File: src/rtl/ioshim_alu_seq.sv
// ioshim_alu_seq
//   Issue/writeback sequencer for the ioshim ALU. Accepts one command per
//   valid/ready handshake, reads two operands from a local 8-bit register
//   file, presents them to the ALU (which has a 1-cycle registered result),
//   writes the result back and returns a response. One command in flight.
//
//   Optional build macro: IOSHIM_SEQ_IMM_EN
//     defined   : cmd_imm_sel = 1 selects cmd_imm as op2 (cmd_rs2 ignored)
//     undefined : cmd_imm_sel / cmd_imm unused, op2 always from R[rs2]
//
// Parameters
//   REG_AW : register address width (2**REG_AW entries x 8 bit)
//   WB_R0  : 0 = r0 reads as zero and writes to it are dropped,
//            1 = r0 is an ordinary register
//
// Ports
//   clk, reset                  clock, synchronous active-high reset
//   cmd_valid/cmd_ready         command handshake
//   cmd_insn/rd/rs1/rs2         opcode (0..26 legal), dest and source regs
//   cmd_imm_sel/cmd_imm         immediate operand select / value
//   alu_insn/op1/op2            to the ALU (held outside EXEC)
//   alu_result                  from the ALU, valid the cycle after EXEC
//   rsp_valid/rsp_ready         response handshake
//   rsp_data/rsp_err            result (0 on error) / illegal-opcode flag
//   host_we/waddr/wdata         host register write (applied only in IDLE)
//   host_raddr/host_rdata       combinational host register read
module ioshim_alu_seq #(
    parameter int REG_AW = 3,
    parameter bit WB_R0  = 1'b0
) (
    input  logic              clk,
    input  logic              reset,
    input  logic              cmd_valid,
    output logic              cmd_ready,
    input  logic [4:0]        cmd_insn,
    input  logic [REG_AW-1:0] cmd_rd,
    input  logic [REG_AW-1:0] cmd_rs1,
    input  logic [REG_AW-1:0] cmd_rs2,
    input  logic              cmd_imm_sel,
    input  logic [7:0]        cmd_imm,
    output logic [4:0]        alu_insn,
    output logic [7:0]        alu_op1,
    output logic [7:0]        alu_op2,
    input  logic [7:0]        alu_result,
    output logic              rsp_valid,
    input  logic              rsp_ready,
    output logic [7:0]        rsp_data,
    output logic              rsp_err,
    input  logic              host_we,
    input  logic [REG_AW-1:0] host_waddr,
    input  logic [7:0]        host_wdata,
    input  logic [REG_AW-1:0] host_raddr,
    output logic [7:0]        host_rdata
);

    localparam int NREGS = 2 ** REG_AW;
    localparam logic [4:0] INSN_MAX = 5'd26;

    typedef enum logic [1:0] {
        S_IDLE,
        S_EXEC,
        S_CAPT,
        S_RESP
    } state_t;

    state_t            r_state;
    state_t            w_next;
    logic [7:0]        r_regs [NREGS];
    logic [4:0]        r_alu_insn;
    logic [7:0]        r_alu_op1;
    logic [7:0]        r_alu_op2;
    logic [REG_AW-1:0] r_rd;
    logic              r_err;
    logic [7:0]        r_rsp_data;
    logic              r_rsp_err;

    logic              w_accept;
    logic              w_legal;
    logic [7:0]        w_op1;
    logic [7:0]        w_op2;

    // r0 is hardwired to zero unless WB_R0 makes it a normal register.
    function automatic logic f_r0_locked(input logic [REG_AW-1:0] a);
        return (WB_R0 == 1'b0) && (a == '0);
    endfunction

    function automatic logic [7:0] f_read(input logic [REG_AW-1:0] a);
        if (f_r0_locked(a))
            return 8'h00;
        return r_regs[a];
    endfunction

    assign w_accept   = (r_state == S_IDLE) && cmd_valid;
    assign w_legal    = (cmd_insn <= INSN_MAX);
    assign w_op1      = f_read(cmd_rs1);
    assign host_rdata = f_read(host_raddr);

`ifdef IOSHIM_SEQ_IMM_EN
    assign w_op2 = cmd_imm_sel ? cmd_imm : f_read(cmd_rs2);
`else
    logic w_unused_imm;
    assign w_unused_imm = cmd_imm_sel ^ (^cmd_imm);
    assign w_op2        = f_read(cmd_rs2);
`endif

    always_ff @(posedge clk) begin
        if (reset)
            r_state <= S_IDLE;
        else
            r_state <= w_next;
    end

    always_comb begin
        w_next = r_state;
        case (r_state)
            S_IDLE:  if (cmd_valid) w_next = S_EXEC;
            S_EXEC:  w_next = S_CAPT;
            S_CAPT:  w_next = S_RESP;
            S_RESP:  if (rsp_ready) w_next = S_IDLE;
            default: w_next = S_IDLE;
        endcase
    end

    always_ff @(posedge clk) begin
        if (reset) begin
            r_alu_insn <= '0;
            r_alu_op1  <= '0;
            r_alu_op2  <= '0;
            r_rd       <= '0;
            r_err      <= 1'b0;
            r_rsp_data <= '0;
            r_rsp_err  <= 1'b0;
            for (int i = 0; i < NREGS; i++)
                r_regs[i] <= '0;
        end else begin
            // Operands are taken from the pre-edge register contents, so a
            // host write in the accept cycle is not visible to this command.
            if (w_accept) begin
                r_alu_insn <= w_legal ? cmd_insn : 5'd0;
                r_alu_op1  <= w_op1;
                r_alu_op2  <= w_op2;
                r_rd       <= cmd_rd;
                r_err      <= ~w_legal;
            end
            if (r_state == S_CAPT) begin
                r_rsp_data <= r_err ? 8'h00 : alu_result;
                r_rsp_err  <= r_err;
                if (!r_err && !f_r0_locked(r_rd))
                    r_regs[r_rd] <= alu_result;
            end
            // Host writes only land in IDLE, so they never race writeback.
            if ((r_state == S_IDLE) && host_we && !f_r0_locked(host_waddr))
                r_regs[host_waddr] <= host_wdata;
        end
    end

    assign cmd_ready = (r_state == S_IDLE);
    assign rsp_valid = (r_state == S_RESP);
    assign rsp_data  = r_rsp_data;
    assign rsp_err   = r_rsp_err;
    assign alu_insn  = r_alu_insn;
    assign alu_op1   = r_alu_op1;
    assign alu_op2   = r_alu_op2;

endmodule

File: config.mk
export PLATFORM = sky130hd
export DESIGN_NAME = ioshim_alu_seq
export DESIGN_NICKNAME = d
export VERILOG_FILES = /design/src/rtl/ioshim_alu_seq.sv
export SDC_FILE = /design/constraint.sdc
export NUM_CORES = 1
export LEC_CHECK = 0
export ABC_AREA = 1
export CORE_UTILIZATION = 54
export CTS_CLUSTER_SIZE = 10
export DETAILED_ROUTE_END_ITERATION = 6
export PLACE_DENSITY_LB_ADDON = 0.05
export RECOVER_POWER = 50
export SYNTH_ARGS = -nofsm -noshare
export SYNTH_HDL_FRONTEND = slang
export SYNTH_SLANG_ARGS = --single-unit
File: constraint.sdc
create_clock -name clk -period 2.7 [get_ports clk]
set_clock_uncertainty 0.05 [all_clocks]
set_input_delay 0.27 -clock clk [delete_from_list [all_inputs] [get_ports clk]]
set_output_delay 0.27 -clock clk [all_outputs]
set_load 0.005 [all_outputs]
# [Word level (Yosys, flattened, before mapping)]
# Memory sizes are Yosys's and may differ from the RTL's.
# Cells that the tools add are included.
[classes] add_sub_neg=0 n_mul=0 n_div=0 order_cmp=1 n_eq_ne=5 shift=0 n_mux=29 bitwise=1 reduce_logical=16
[op_table] operator="$mux W8" count=9
[op_table] operator="$reduce_or A8 Y1" count=2
[op_table] operator="$logic_not A3 Y1" count=5
[op_table] operator="$mux W1" count=14
[op_table] operator="$pmux W2 S4" count=1
[op_table] operator="$mux W3" count=2
[op_table] operator="$le A5 B5 Y1 const B" count=1
[op_table] operator="$mux W5" count=1
[op_table] operator="$eq A2 B2 Y1 const B" count=2
[op_table] operator="$logic_and A1 B1 Y1" count=4
[op_table] operator="$mux W2" count=2
[op_table] operator="$logic_not A1 Y1" count=3
[op_table] operator="$eq A2 B1 Y1 const B" count=1
[op_table] operator="$logic_not A2 Y1" count=1
[op_table] operator="$ne A2 B1 Y1 const B" count=1
[op_table] operator="$ne A2 B2 Y1 const B" count=1
[op_table] operator="$reduce_and A2 Y1" count=1
[op_table] operator="$not A1 Y1" count=1
[word_totals] reg_bits=36 latch_bits=0 mem_bits_rw=64 rom_bits=0 input_bits=50 elab_cells=61 memories=1
[mem_list] memory="r_regs" depth=8 width=8 rd=3 rd_clocked_by_memory_dff=0 wr=8 line="68" source="logic [7:0] r_regs [NREGS];"

# [Depth between registers and ports, before layout]
# Gate-level depths: netlist (run 1).
[depth] depth_word=10 mapped_depth=11

# [Worst setup path after synthesis (run 1)]
# Ideal clock, no wire load.
[synth_timing] kind="register to register" from="reg r_state[0]" to="mem r_regs[2][0], enable pin" t_arrival_ns=1.697 required_ns=2.321 slack_ns=0.624 path_stages_with_launch=12 path_buffers=1 path_cell_list="dfxtp_1 inv_1 ha_1 nand2_1 nor2_4 nand2_2 buf_6 nand2_1 nand2_1 nor2_2 nand2_2 nand2_1"
[synth_rtl] element="start, declared" line="66" source="state_t r_state;"
[synth_rtl] element="start signal, assigned" line="110" source="r_state <= w_next;"
[synth_rtl] element="end, declared" line="68"

==> results of run 1 <==
final cells by class:
class,count,area [µm²]
Fill cell,819,3049
Sequential cell,100,2643
Clock inverter,7,67.56
Inverter,82,307.8
Clock buffer,9,123.9
Timing Repair Buffer,116,1049
Multi-Input combinational cell,537,2369
Tap cell,133,166.4
layer usage:
| layer | vias up | share of wire [%] | track usage [%] |
|---|---|---|---|
| met5 | - | 0 | 0 |
| met4 | 0 | 2.7 | 12.42 |
| met3 | 36 | 9.2 | 5.882 |
| met2 | 278 | 47 | 55.45 |
| met1 | 2567 | 41 | 48.31 |
| li1 | 2617 | - | - |
path summary, 6_finish.rpt:
path / start / endpoint / slack (ns) / depth (start not counted)
max: r_state[0] / r_regs[4][6] / 0.19 / 10
max reg2reg: r_state[0] / r_regs[4][6] / 0.19 / 10
min: cmd_insn[2] / alu_insn[2] / 0.41 / 3
min reg2reg: alu_op2[5] / alu_op2[5] / 0.42 / 2
synth_stat cells, drive strengths merged:
master,instances,area share (%)
nand2,211,15
nand3,51,4.7
buf,4,0.48
a21oi,50,4.6
nor3,1,0.092
a211oi,1,0.14
clkinv,1,0.069
conb,1,0.069
edfxtp,64,35
nor2,119,8.6
o21ai,70,6.5
inv,81,5.6
dfxtp,36,13
o211ai,10,1.4
ha,3,0.69
clkbuf,29,2.0
o22ai,12,1.4
nand4,1,0.12
per-stage QoR:
stage	setup slack [ns]	instances	total power [mW]	utilization, %
after detailed placement	0.2048	968	3.407	67.20
after CTS	0.2079	984	4.335	69.16
final	0.1930	984	4.287	68.80
after global routing	0.01636	984	4.511	68.80
after global placement	0.1979	968	3.358	67.20
after floorplan	0.6241	752	2.730	-
layout by cell type (no fill, tap or decap), types with 2 or more instances in the layout:
master / Yosys / routed
nand2_1: 203 / 203
nor2_1: 114 / 114
inv_1: 78 / 79
edfxtp_1: 64 / 64
o21ai_0: 62 / 62
nand3_1: 51 / 51
a21oi_1: 50 / 50
clkdlybuf4s50_1: 0 / 47
dfxtp_1: 36 / 36
dlygate4sd3_1: 0 / 33
buf_4: 0 / 25
o22ai_1: 12 / 12
o211ai_1: 10 / 10
clkbuf_8: 0 / 9
nand2_2: 8 / 8
o21ai_1: 8 / 8
clkbuf_1: 29 / 8
conb_1: 1 / 8
nor2_2: 4 / 4
ha_1: 3 / 3
inv_6: 0 / 3
inv_2: 3 / 2
clkbuf_2: 0 / 2
report_power, final:
part / total (mW) / internal (mW) / switching (mW)
Combinational: 1.35 / 0.536 / 0.814
Sequential: 2.00 / 1.86 / 0.141
Clock: 0.940 / 0.359 / 0.582
Total: 4.29 / 2.75 / 1.54
cell families after synthesis:
group,share of synthesized area [%]
compound gates,13.97
buf+inv,8.160
fa+ha+maj,0.6916
flops,48.69
other cells,0.06909
simple gates,28.42
tightest hold or removal path: stages:
cell and delay [ns]:
clkdlybuf4s50_1 0.41, nand2_1 0.07, a21oi_1 0.05
state kept, by name (all words and copies together) (netlist names):
| signal | count |
|---|---|
| alu_op1 | 8 |
| rsp_err | 1 |
| r_regs | 64 |
| alu_insn | 5 |
| rsp_data | 8 |
| r_err | 1 |
| alu_op2 | 8 |
| r_state | 2 |
| r_rd | 3 |
==> impl_metrics.yaml, run 1 <==
layout:
  stdcell_area_um2: 6725
  area_delta_synth_final_pct: 23.91
  diodes: 0
  drive_above_1_share_pct: 6.933
  fin_nets: 899
clocking:
  ctsHoldBuffers: 0
  clkLatencyLatePin_ns: 0.39
  cts-resized-gates: 0
  root_buffer: "clkbuf_8"
  clk_pin_slew_worst_paths_ns: 0.11
  cts_buffers: 9
  cts_setup_buffers: 0
  clockBufferDepth: 2
  clkSinkCount: 100
  h-tree-depth: 3
  cts_tree: "built"
run_status:
  outcome: "completed"
place:
  placed_area_um2: 6569
  port_buffers: 80
  dp_hpwl_mm: 13.12
  gp_congestion: 0.9592
yosys:
  synth.avg_cell_area_um2: 7.286
  synth_cells: 745
  syn_area_um2: 5428
  ys_warn_count: 0
  ys_ff_latch: 100
  synth.distinct_cells: 24
  ys_seq_area_share_pct: 48.69
routing:
  routedWlPerCell_um: 18.12
  via_per_inst: 5.587
  first_iter_violations: 505
  routed_wl_mm: 17.83
  dr.pass1.iters: 5
  vias: 5498
  ant_nets: 0
  drc_errors: 0
timing:
  rsz0062_at_grt: "false"
  fmax_mhz: 398.9
  drv_slew: 0
  holdWs_ns: 0.4148
  post-route-period-util_pct: 92.85
  setup_violations: 0
  relSlewSlack_pct: 49.46
  setup_tns_ns: 0
  tightest_slew_ns: 0.7581
  finalCriticalPeriod_ns: 2.507
  final-hold-violation-count: 0
worst_setup_path:
  crit_type: "flip-flop to flip-flop"
  critPathMostFrequentCell: "nand2_1"
  cp_max_fo: 9
  cp-end-kind: "flip-flop"
  critPathSlowestCell: "dfxtp_1"
  critPathMaxStageDelay_ns: 0.34
  critPathTopFamily: "simple AND/OR/NAND/NOR gates"
  crit_chain: "inv_1 > ha_1 > nand2_1 > nor2_4 > nand2_2 > nand2_1 > inv_1 > nor2_1 > nand2_2 > nand2_1"
  path_buf_inv: 2
  arrival_ns: 2.51
  worstPathRequired_ns: 2.70
  startpoint_type: "flip-flop"
floorplan:
  dieArea_um2: 10460
  start_util_pct: 55.53
  num_rows: 36
  ioPinCount: 90
  coreArea_um2: 9774
  fp.dieH_um: 102.3
  die_x_um: 102.3
grt:
  grt_pass1_wl_mm: 25.99
  grt-ovfl-total: 0
  grt_pass1_vias: 4810
  antenna_found_initial: 0
  grt_max_degree: 41
  grt_use_total_pct: 34.88
power:
  power_leakage_nw: 2.962
  p_per_area_nw_per_um2: 637.4
  max-vdd-ir-drop_uv: 502.5
flow_run:
  drv_cap: 0
hold_path:
  min_path_type: "primary input to flip-flop"
No activity file was read; power rests on OpenSTA's default activity.
==> inputs of run 2 (changes only) <==
--- a/config.mk
+++ b/config.mk
@@ -9,8 +9,10 @@
 export CORE_UTILIZATION = 54
 export CTS_CLUSTER_SIZE = 10
 export DETAILED_ROUTE_END_ITERATION = 6
+export MAX_ROUTING_LAYER = met4
 export PLACE_DENSITY_LB_ADDON = 0.05
 export RECOVER_POWER = 50
+export SKIP_LAST_GASP = 1
 export SYNTH_ARGS = -nofsm -noshare
 export SYNTH_HDL_FRONTEND = slang
 export SYNTH_SLANG_ARGS = --single-unit
==> run 2 against run 1 <==
Total power decreased by 0.32%; hold slack better by 0.0058 ns; combinational power about the same; fmax rose by 1.1%; first-iteration DRC count grew 3.2%; largest cell class unchanged.
==> impl_metrics.yaml, run 2 (synthesis results as in run 1) <==
run_status:
  outcome: "completed"
routing:
  vias: 5413
  drc_errors: 0
  routedWlPerCell_um: 17.81
  ant_nets: 0
  via_per_inst: 5.518
  first_iter_violations: 521
  routed_wl_mm: 17.47
  dr.pass1.iters: 5
timing:
  setup_violations: 0
  relSlewSlack_pct: 45.61
  holdWs_ns: 0.4206
  finalCriticalPeriod_ns: 2.479
  tightest_slew_ns: 0.8104
  setup_tns_ns: 0
  rsz0062_at_grt: "false"
  fmax_mhz: 403.5
  post-route-period-util_pct: 91.80
  fin_ws_ns: 0.2214
  final-hold-violation-count: 0
  drv_slew: 0
hold_path:
  whs_path_depth: 2
  min_path_type: "flip-flop to flip-flop"
layout:
  top_register: "r_regs"
  stdcell_area_um2: 6710
  fin_nets: 896
  drive_above_1_share_pct: 6.604
  fin_cells: 981
  final_util_pct: 68.65
  layout_common_cells: "nand2_1 (204), nor2_1 (114), inv_1 (79)"
  area_delta_synth_final_pct: 23.63
  diodes: 0
  layout.cells.most_common: "nand2_1"
  largest_reg_flops: 64
grt:
  antenna_found_initial: 0
  grt_use_total_pct: 35.59
  grt_pass1_wl_mm: 25.94
  grt_pass1_vias: 4682
  grt_max_degree: 31
  grt-ovfl-total: 0
worst_setup_path:
  critPathTopFamily: "compound AO/OA/AOI/OAI gates"
  crit_path_end: "r_regs[4][6]"
  r2r_slack_ns: 0.22
  arrival_ns: 2.53
  crit_cells: 8
  cp_max_fo: 16
  critPathMaxStageDelay_ns: 0.65
  path_buf_inv: 2
  r2r-start: "r_state[0]"
  critPathSlowestCell: "o21ai_1"
  r2r_end: "r_regs[4][6]"
  worstPathRequired_ns: 2.75
  rr_worst_depth: 8
  cp-end-kind: "flip-flop"
  startpoint_type: "flip-flop"
  crit_chain: "inv_1 > ha_1 > nand2_1 > nor2_4 > nand2_2 > buf_4 > o21ai_1 > nor2_1"
  crit_type: "flip-flop to flip-flop"
  critPathLaunch: "r_state[0]"
place:
  post-place-cells: 965
  pre_cts_ws_ns: 0.2517
  gp_congestion: 0.9829
  port_buffers: 80
  placed_area_um2: 6546
  dp_hpwl_mm: 13.16
floorplan:
  dieArea_um2: 10460
  ioPinCount: 90
  start_util_pct: 55.53
  die_x_um: 102.3
  num_rows: 36
  coreArea_um2: 9774
  fp.dieH_um: 102.3
clocking:
  clk_pin_slew_worst_paths_ns: 0.11
  clkLatencyLatePin_ns: 0.37
  clockBufferDepth: 2
  root_buffer: "clkbuf_8"
  cts_setup_buffers: 0
  ctsHoldBuffers: 0
  h-tree-depth: 3
  cts_buffers: 9
  cts_tree: "built"
  clkSinkCount: 100
  cts-resized-gates: 0
flow_run:
  drv_cap: 0
power:
  max-vdd-ir-drop_uv: 605.8
  total_power_mw: 4.273
  p_per_area_nw_per_um2: 636.8
  power_leakage_nw: 2.948
==> run 2: cell count changes in the layout (fill, tap and decap cells not counted), sizes merged <==
cell and change:
clkinvlp +1, clkbuf -2, buf -1, clkinv -1
==> run 2: power breakdown <==
group	internal (mW)	switching [mW]
Combinational	0.532	0.799
Sequential	1.86	0.143
Clock	0.359	0.583
==> run 2: worst register-to-register path: stages, from the launching register on <==
cell and delay [ns]:
dfxtp_1 0.34, inv_1 0.08, ha_1 0.24, nand2_1 0.16
nor2_4 0.19, nand2_2 0.14, buf_4 0.22, o21ai_1 0.65
nor2_1 0.14
==> run 2: worst min-delay path by stage <==
stage | start | endpoint | slack (ns)
final | alu_insn[2] | alu_insn[2] | 0.42
after global routing | alu_insn[2] | alu_insn[2] | 0.43
after CTS | alu_insn[2] | alu_insn[2] | 0.42
after detailed placement | alu_insn[2] | alu_insn[2] | 0.41
after global placement | alu_insn[3] | alu_insn[3] | 0.40
after floorplan | cmd_insn[4] | alu_insn[4] | 0.36
==> run 2: metal layers <==
metal  track usage, %  share of wire, %  vias to the layer above
met3            5.951               9.3                       38
met4            9.231               2.4                        0
met2            55.45                47                      273
li1                 -                 -                     2615
met1            48.32                42                     2487
met5                -                 0                        -
==> run 2: layout make-up <==
type,instances,area (µm²)
inverters,82,307.8
clock inverters,7,68.82
fillers,831,3064
well taps,133,166.4
flip-flops and latches,100,2643
clock buffers,9,123.9
repair buffers,113,1035
multi-input cells,537,2366
==> inputs of run 3 (changes only) <==
--- a/config.mk
+++ b/config.mk
@@ -6,6 +6,7 @@
 export NUM_CORES = 1
 export LEC_CHECK = 0
 export ABC_AREA = 1
+export CAP_MARGIN = 15
 export CORE_UTILIZATION = 54
 export CTS_CLUSTER_SIZE = 10
 export DETAILED_ROUTE_END_ITERATION = 6
==> results of run 3 <==
No change in the layout: final DEF, timing and power equal those of run 2.
